[src/rtl/hack_pkg.sv]
// Shared field layout and decode helpers for the parametrised Hack core.
// The low 13 bits of a C-instruction keep the classic Hack layout at every DATA_W.
package hack_pkg;

    localparam int A_BIT   = 12;
    localparam int ALU_HI  = 11;
    localparam int ALU_LO  = 6;
    localparam int DEST_HI = 5;
    localparam int DEST_LO = 3;
    localparam int JUMP_HI = 2;
    localparam int JUMP_LO = 0;

    // Bit positions inside the extracted dest / jump slices
    localparam int DEST_A = 2;
    localparam int DEST_D = 1;
    localparam int DEST_M = 0;
    localparam int J_LT   = 2;
    localparam int J_EQ   = 1;
    localparam int J_GT   = 0;

    typedef struct packed {
        logic zx;
        logic nx;
        logic zy;
        logic ny;
        logic f;
        logic no;
    } aluCtrl_t;

    typedef struct packed {
        logic       isC;
        logic       a;
        aluCtrl_t   alu;
        logic [2:0] dest;
        logic [2:0] jmp;
    } decoded_t;

    function automatic int opcodeBit(input int dataW);
        return dataW - 1;
    endfunction

    function automatic decoded_t decode(input logic opcode, input logic [A_BIT:0] low);
        decoded_t d;
        d.isC  = opcode;
        d.a    = low[A_BIT];
        d.alu  = aluCtrl_t'(low[ALU_HI:ALU_LO]);
        d.dest = low[DEST_HI:DEST_LO];
        d.jmp  = low[JUMP_HI:JUMP_LO];
        return d;
    endfunction

endpackage

[src/rtl/hack_cpu_stall_alu.sv]
// Width-parametrised Hack ALU: zero/invert each operand, add or AND, optional
// output inversion, plus zero and negative flags.
module hack_alu_w
    import hack_pkg::*;
#(
    parameter int DATA_W = 16
) (
    input  logic [DATA_W-1:0] x,
    input  logic [DATA_W-1:0] y,
    input  aluCtrl_t          ctrl,
    output logic [DATA_W-1:0] out,
    output logic              zr,
    output logic              ng
);

    logic [DATA_W-1:0] xz, xn, yz, yn, res;

    assign xz  = ctrl.zx ? '0 : x;
    assign xn  = ctrl.nx ? ~xz : xz;
    assign yz  = ctrl.zy ? '0 : y;
    assign yn  = ctrl.ny ? ~yz : yz;
    assign res = ctrl.f ? (xn + yn) : (xn & yn);
    assign out = ctrl.no ? ~res : res;
    assign zr  = (out == '0);
    assign ng  = out[DATA_W-1];

endmodule

[src/rtl/hack_cpu_stall.sv]
// Single-cycle Hack core with instruction-valid gating, a data-memory ready
// stall and a retired-instruction counter.
module hack_cpu_stall
    import hack_pkg::*;
#(
    parameter int DATA_W = 16,
    parameter int ADDR_W = 15,
    parameter int CNT_W  = 32
) (
    input  logic              clk,
    input  logic              reset,
    input  logic [DATA_W-1:0] instruction,
    input  logic              instr_valid,
    input  logic [DATA_W-1:0] inM,
    input  logic              mem_ready,
    output logic [DATA_W-1:0] outM,
    output logic              writeM,
    output logic [ADDR_W-1:0] addressM,
    output logic [ADDR_W-1:0] pc,
    output logic [CNT_W-1:0]  retired
);

    localparam int OPC = opcodeBit(DATA_W);

    logic [DATA_W-1:0] regA, regD, aluY, aluOut;
    logic [ADDR_W-1:0] pcQ;
    logic [CNT_W-1:0]  retQ;
    logic              zr, ng, usesM, commit, jump;
    decoded_t          dec;
    logic              unusedHiBits;

    assign dec          = decode(instruction[OPC], instruction[A_BIT:0]);
    assign unusedHiBits = ^instruction[OPC-1:A_BIT+1];

    assign aluY = dec.a ? inM : regA;

    hack_alu_w #(.DATA_W(DATA_W)) uAlu (
        .x   (regD),
        .y   (aluY),
        .ctrl(dec.alu),
        .out (aluOut),
        .zr  (zr),
        .ng  (ng)
    );

    // Any C-instruction touching memory (read via a=1 or write via dM) waits for mem_ready
    assign usesM  = dec.isC & (dec.a | dec.dest[DEST_M]);
    assign commit = instr_valid & (~usesM | mem_ready);
    assign jump   = dec.isC & ((dec.jmp[J_LT] & ng) |
                               (dec.jmp[J_EQ] & zr) |
                               (dec.jmp[J_GT] & ~ng & ~zr));

    always_ff @(posedge clk or negedge reset) begin
        if (!reset) begin
            regA <= '0;
            regD <= '0;
            pcQ  <= '0;
            retQ <= '0;
        end else if (commit) begin
            if (!dec.isC)
                regA <= {1'b0, instruction[OPC-1:0]};
            else if (dec.dest[DEST_A])
                regA <= aluOut;
            if (dec.isC && dec.dest[DEST_D])
                regD <= aluOut;
            // Jump target is the pre-commit A, even when the same instruction writes A
            pcQ  <= jump ? regA[ADDR_W-1:0] : pcQ + ADDR_W'(1);
            retQ <= retQ + CNT_W'(1);
        end
    end

    // Strobe is held through the stall; reset drops a pending write at once
    assign writeM   = reset & instr_valid & dec.isC & dec.dest[DEST_M];
    assign outM     = aluOut;
    assign addressM = regA[ADDR_W-1:0];
    assign pc       = pcQ;
    assign retired  = retQ;

endmodule

[config.mk]
export PLATFORM = sky130hd
export DESIGN_NAME = hack_cpu_stall
export DESIGN_NICKNAME = d
export VERILOG_FILES = /design/src/rtl/hack_pkg.sv /design/src/rtl/hack_cpu_stall_alu.sv /design/src/rtl/hack_cpu_stall.sv
export SDC_FILE = /design/constraint.sdc
export NUM_CORES = 1
export LEC_CHECK = 0
export ABC_AREA = 1
export CAP_MARGIN = 10
export CELL_PAD_IN_SITES_DETAIL_PLACEMENT = 0
export CELL_PAD_IN_SITES_GLOBAL_PLACEMENT = 1
export CORE_ASPECT_RATIO = 1.2
export CORE_MARGIN = 4
export CORE_UTILIZATION = 30
export CTS_CLUSTER_SIZE = 40
export DETAILED_ROUTE_END_ITERATION = 8
export GPL_ROUTABILITY_DRIVEN = 0
export PLACE_DENSITY_LB_ADDON = 0.1
export SLEW_MARGIN = 20
export SYNTH_ARGS = -nofsm -noshare
export SYNTH_HDL_FRONTEND = slang
export SYNTH_SLANG_ARGS = --single-unit
[constraint.sdc]
create_clock -name clk -period 5.4 [get_ports clk]
set_clock_uncertainty 0.15 [all_clocks]
set_input_delay 0.81 -clock clk [delete_from_list [all_inputs] [get_ports clk]]
set_output_delay 0.81 -clock clk [all_outputs]
set_load 0.01 [all_outputs]
==> impl_metrics.env, run 1 <==
export IMPL_start_util_pct=30.7
export IMPL_place_hpwl_mm=16.1
export IMPL_vias_per_cell=4.67
export IMPL_swShare_pct=41.4
export IMPL_cts_tree="built"
export IMPL_worstSetupEndpointType="primary output"
export IMPL_fp_coreArea_mm2=0.0204
export IMPL_die_y_um=166
export IMPL_drcViolationCount=0
export IMPL_grt_pass1_wl_mm=33.0
export IMPL_first_pass_iters=5
export IMPL_cts_resized=0
export IMPL_synth_cells=909
export IMPL_ant_nets=0
export IMPL_peakVddDrop_uv=165
export IMPL_grt_max_degree=56
export IMPL_critPathArrivalTime_ns=4.15
export IMPL_layout_setup_ws_ns=0.293
export IMPL_p_clk_share_pct=23.7
export IMPL_pin_count=115
export IMPL_rsz0062_at_grt="yes"
export IMPL_finalHoldViolations=0
export IMPL_tns_ns=0
export IMPL_worst_r2r_endpoint="pc[8]"
export IMPL_path_clk_slew_ns=0.07
export IMPL_die_w_um=140
export IMPL_fin_crit_sh_pct=94.6
export IMPL_cap_violations=0
export IMPL_syn_nets=964
export IMPL_overflow=0
export IMPL_clkSinkCount=79
export IMPL_htree_levels=3
export IMPL_drv_slew=0
export IMPL_syn_to_final_growth_pct=26.5
export IMPL_hold_class="input port to async pin"
export IMPL_wl_per_cell_um=16.2
export IMPL_critPathLaunchType="input port"
export IMPL_clk_latency_ns=0.34
export IMPL_critPathMaxFanout=31
export IMPL_dp_slack_ns=0.286
export IMPL_rrSetupSlack_ns=1.47
export IMPL_ys_warnings_count=0
export IMPL_grt_usage_pct=17.7
export IMPL_numCtsBuffers=9
export IMPL_row_count=57
export IMPL_worst_pin_slew_ns=0.927
export IMPL_cellPowerDensity_mw_per_mm2=349
export IMPL_final_util_pct=38.8
export IMPL_cts_max_path_buffers=2
export IMPL_p_int_uw=1620
export IMPL_synth_cell_types=44
export IMPL_vias=5946
export IMPL_routed_wirelength_mm=20.6
export IMPL_setup_viol_count_final=0
export IMPL_layout_nets=1056
export IMPL_yosysTopAreaCell="dfrtp_1"
export IMPL_antenna_found_initial=1
export IMPL_place_port_buffers=114
export IMPL_seq_power_share_pct=30.1
export IMPL_relSlewSlack_pct=38.1
export IMPL_first_global_vias=5811
export IMPL_drive_gt1_share_pct=5.86
export IMPL_dieArea_mm2=0.0233
export IMPL_drtIter0Drc=330
export IMPL_status="finished clean"
export IMPL_root_buffer="clkbuf_16"
export IMPL_critical_path_class="input port to primary output"
export IMPL_ys_seq_area_share_pct=31.6
export IMPL_max_freq_mhz=196
export IMPL_postCtsHoldBufs=0
export IMPL_worstPathRequired_ns=4.44
export IMPL_power_leakage_uw=0.00390
export IMPL_synth_area_leaders="dfrtp_1 32%, nand2_1 15%, xor2_1 9.2%"
export IMPL_switching_power_uw=1150
export IMPL_post_cts_buffers=0
export IMPL_ys_seq_elements=79
export IMPL_rr_worst_depth=23
export IMPL_fin_crit_ns=5.11
export IMPL_synth_top_area_share_pct=31.6
export IMPL_timing_rr_start="regA[11]"
export IMPL_combPwrFrac_pct=46.2
export IMPL_synthesis_area_mm2=0.00626
export IMPL_synth_avg_cell_area_um2=6.89
==> cell type report <==
type | count | area (um2)
diodes | 1 | 2.50
clock buffers | 9 | 225
clock inverters | 7 | 88.8
fillers | 2262 | 12500
inverters | 130 | 493
multi-input cells | 650 | 3510
flip-flops and latches | 79 | 1980
well taps | 265 | 332
repair buffers | 131 | 1290
==> cells by family after synthesis <==
| logic type | synth area share [%] |
|---|---|
| adders and majority gates | 3.92 |
| xor gates and xnor gates | 10.6 |
| and+or+nand+nor | 32.8 |
| DFF | 31.6 |
| AOI/OAI and AO/OA | 8.73 |
| buffers and inverters | 12.3 |
==> Yosys cell counts (all sizes together) <==
master / number
a21oi: 35
nand4: 19
o211ai: 3
or2: 4
buf: 27
o22ai: 7
xor2: 66
o21ai: 59
nor3b: 1
nor2: 36
clkbuf: 23
nand3: 113
dfrtp: 79
inv: 127
nor4: 5
nand2: 256
nor3: 11
a31oi: 1
ha: 18
xnor2: 10
and2: 5
fa: 1
clkinv: 3
==> per-stage QoR <==
step	total power [uW]	area, um2	hold slack, ns	cells
2_1_floorplan	1640	6260	0.292	909
3_3_place_gp	2130	7610	0.303	1255
3_5_place_dp	2130	7610	0.313	1255
4_1_cts	2810	7920	0.236	1271
5_1_grt	3010	7920	0.251	1272
6_report	2770	7920	0.236	1272
==> power groups by stage <==
stage,Combinational (uW),Clock [uW],Sequential (uW)
after floorplan,803,0,838
after global placement,1290,0,842
after detailed placement,1290,0,844
after CTS,1290,679,833
after global routing,1450,705,852
final,1280,657,833
==> state kept, by name (all words and copies together), names as in the netlist <==
name,cells
regA,16
regD,16
retired,32
pc,15
==> critical path, cell delays in order <==
cell and delay (ns):
clkdlybuf4s50_1 0.49, inv_1 0.10, buf_12 0.17, a21oi_1 0.12, o21ai_0 0.12, xor2_1 0.19, ha_1 0.41, nand2_1 0.13
nor2_1 0.21, and2_1 0.15, nand2_1 0.11, nand3_1 0.11, nand3_1 0.09, nand3_1 0.09, nand2_1 0.13, inv_1 0.14
clkdlybuf4s50_1 0.57
==> layer usage <==
layer	track usage (%)	wire length [um]	share of wire [%]
met5	0	0	0
met4	4.89	352	1.7
met3	2.16	695	3.4
met2	29.3	9740	47
met1	24.3	9760	47
==> layout by cell type, fill, tap and decap left out, types with 2 or more instances in the layout <==
cell type          n
inv_1            125
nand3_1          109
a21oi_1           35
clkdlybuf4s50_1  113
clkbuf_16          9
nand3_2            3
o21ai_0           57
inv_6              4
buf_4             16
nor2_1            32
clkinv_1           3
buf_12             2
o22ai_1            7
nand4_1           17
xnor2_1           10
dfrtp_1           79
xor2_1            66
nand2_1          254
nor4_2             3
and2_1             5
ha_1              18
or2_2              3
nor2_2             3
nor3_1             9
o211ai_1           3
==> how the worst max path moves through the flow <==
stage	from	to	slack (ns)	depth (start not counted)
after global placement	instruction[12]	outM[13]	0.32	19
after global routing	instruction[12]	outM[15]	-0.01	19
final	instruction[12]	outM[13]	0.29	17
after detailed placement	instruction[12]	pc[8]	0.29	25
after CTS	instruction[12]	outM[15]	0.27	19
after floorplan	instruction[10]	outM[14]	1.16	17
No activity file was read; power rests on OpenSTA's default activity.
==> run 2: changes to the inputs <==
--- a/config.mk
+++ b/config.mk
@@ -6,7 +6,7 @@
 export NUM_CORES = 1
 export LEC_CHECK = 0
 export ABC_AREA = 1
-export CAP_MARGIN = 10
+export CAP_MARGIN = 20
 export CELL_PAD_IN_SITES_DETAIL_PLACEMENT = 0
 export CELL_PAD_IN_SITES_GLOBAL_PLACEMENT = 1
 export CORE_ASPECT_RATIO = 1.2
==> constraint.sdc (replaced) <==
create_clock -name clk -period 4.5 [get_ports clk]
set_clock_uncertainty 0.15 [all_clocks]
set_input_delay 0.675 -clock clk [delete_from_list [all_inputs] [get_ports clk]]
set_output_delay 0.675 -clock clk [all_outputs]
set_load 0.01 [all_outputs]
==> run 2 against run 1 <==
Net effect:
- critical path depth rose by 3
- sequential power rose by 19%
- register-to-register slack got worse by 0.70 ns
- routed wire length rose by 2.4%
- combinational power rose by 48%
- first-iteration DRC count fell by 31%
- sequential cell count did not move
- via count rose by 4.7%
- hold slack got worse by 0.19 ns
==> impl_metrics.env, run 2 (synthesized netlist as in run 1, its figures left out) <==
export IMPL_antenna_found_initial=1
export IMPL_max_freq_mhz=228
export IMPL_fp_coreArea_mm2=0.0204
export IMPL_die_y_um=166
export IMPL_grt_max_degree=63
export IMPL_worstPathRequired_ns=3.67
export IMPL_routed_wirelength_mm=21.1
export IMPL_cellPowerDensity_mw_per_mm2=416
export IMPL_root_buffer="clkbuf_16"
export IMPL_cp_startpoint="instruction[12]"
export IMPL_place_inst=1318
export IMPL_critical_path_class="input port to primary output"
export IMPL_dp_slack_ns=-0.254
export IMPL_place_hpwl_mm=16.3
export IMPL_critPathArrivalTime_ns=3.57
export IMPL_relSlewSlack_pct=38.7
export IMPL_power_leakage_uw=0.00435
export IMPL_dpl_instance_area_mm2=0.00812
export IMPL_status="finished clean"
export IMPL_rrSetupSlack_ns=0.77
export IMPL_wl_met2_mm=10.2
export IMPL_worst_pin_slew_ns=0.918
export IMPL_first_pass_iters=5
export IMPL_numCtsBuffers=9
export IMPL_cts_tree="built"
export IMPL_fin_area_mm2=0.00871
export IMPL_ant_nets=0
export IMPL_largest_reg_flops=32
export IMPL_layout_common_cells="232 x nand2_1, 121 x inv_1, 105 x nand3_1, 99 x clkdlybuf4s50_1, 91 x buf_4"
export IMPL_drcViolationCount=0
export IMPL_holdWs_ns=0.0486
export IMPL_vias=6227
export IMPL_place_port_buffers=114
export IMPL_fin_crit_sh_pct=97.6
export IMPL_start_util_pct=30.7
export IMPL_pin_count=115
export IMPL_layout_nets=1136
export IMPL_regArea_mm2=0.00198
export IMPL_drtIter0Drc=228
export IMPL_met3_length_um=545
export IMPL_vias_per_cell=4.61
export IMPL_drv_slew=0
export IMPL_clk_latency_ns=0.35
export IMPL_worstSetupEndpointType="primary output"
export IMPL_top_layer="met4"
export IMPL_nFillCells=2243
export IMPL_rsz0062_at_grt="yes"
export IMPL_setup_viol_count_final=0
export IMPL_critPathMaxFanout=16
export IMPL_syn_to_final_growth_pct=39.1
export IMPL_hold_class="input port to async pin"
export IMPL_critPathLaunchType="input port"
export IMPL_fin_crit_ns=4.39
export IMPL_htree_levels=3
export IMPL_final_common_cell="nand2_1"
export IMPL_overflow=0
export IMPL_cap_violations=0
export IMPL_m1WireLength_mm=9.93
export IMPL_layout_setup_ws_ns=0.107
export IMPL_first_global_vias=5951
export IMPL_drive_gt1_share_pct=17.8
export IMPL_final_util_pct=42.7
export IMPL_stdcell_count=1352
export IMPL_finalHoldViolations=0
export IMPL_grt_pass1_wl_mm=33.1
export IMPL_timing_rr_start="regA[0]"
export IMPL_path_clk_slew_ns=0.07
export IMPL_cts_max_path_buffers=2
export IMPL_peakVddDrop_uv=204
export IMPL_postCtsHoldBufs=0
export IMPL_dieArea_mm2=0.0233
export IMPL_die_w_um=140
export IMPL_row_count=57
export IMPL_clkSinkCount=79
export IMPL_wl_per_cell_um=15.6
export IMPL_grt_usage_pct=17.7
export IMPL_multiInputGateArea_mm2=0.00369
## run 2: per-layer routing
metal / vias to the layer above / global-route usage (%)
met5: - / 0
met4: 0 / 5.06
met3: 22 / 2.22
met2: 93 / 29.6
met1: 2881 / 24.0
li1: 3231 / -
## run 2: cell type report
class | instances | share of cell area, %
Clock buffer | 11 | 2.90
Multi-Input combinational cell | 651 | 42.4
Tap cell | 265 | 3.81
Sequential cell | 79 | 22.7
Antenna cell | 1 | 0.0287
Clock inverter | 5 | 0.460
Inverter | 130 | 5.66
Timing Repair Buffer | 210 | 22.0
## run 2: timing repair
item                                    in CTS  in global routing
pin swaps                                    8                 25
resized for setup                           20                 68
gates cloned                                 0                  2
endpoints found under the setup margin      12                 28
buffers inserted                             4                 11
## run 2: path summary, 6_finish.rpt
check / cells after the start / to
setup / recovery: 20 / outM[15]
min in group clk: 1 / retired[31]
hold / removal: 1 / pc[0]
setup reg to reg: 25 / pc[2]
hold reg to reg: 1 / retired[31]
max in group asynchronous: 2 / regD[15]
## run 2: where the power goes
| group | leakage (uW) | total (uW) | internal (uW) | switching (uW) |
|---|---|---|---|---|
| logic | 0.00323 | 1890 | 898 | 992 |
| registers | 0.000982 | 994 | 849 | 145 |
| clock network | 0.000146 | 740 | 409 | 332 |
## run 2: critical path: stages
cell and delay (ns):
clkdlybuf4s50_1 0.49, inv_2 0.09, buf_12 0.16, a21oi_2 0.14, o21ai_1 0.10, xor2_1 0.19
ha_1 0.33, nand2_2 0.10, buf_4 0.14, nor2_2 0.13, nand2_2 0.09, nand2_2 0.08
nand2_1 0.09, nand2_1 0.09, nand2_1 0.05, nand3_1 0.06, nand3_1 0.08, nand2_2 0.11
inv_1 0.07, dlygate4sd2_1 0.28
## run 2: metrics by stage
stage               total power, uW  TNS, ns
floorplan                      1970        0
global placement               2780    -3.83
detailed placement             2780    -3.80
CTS                            3540        0
global route                   3900   -0.451
finish                         3620        0
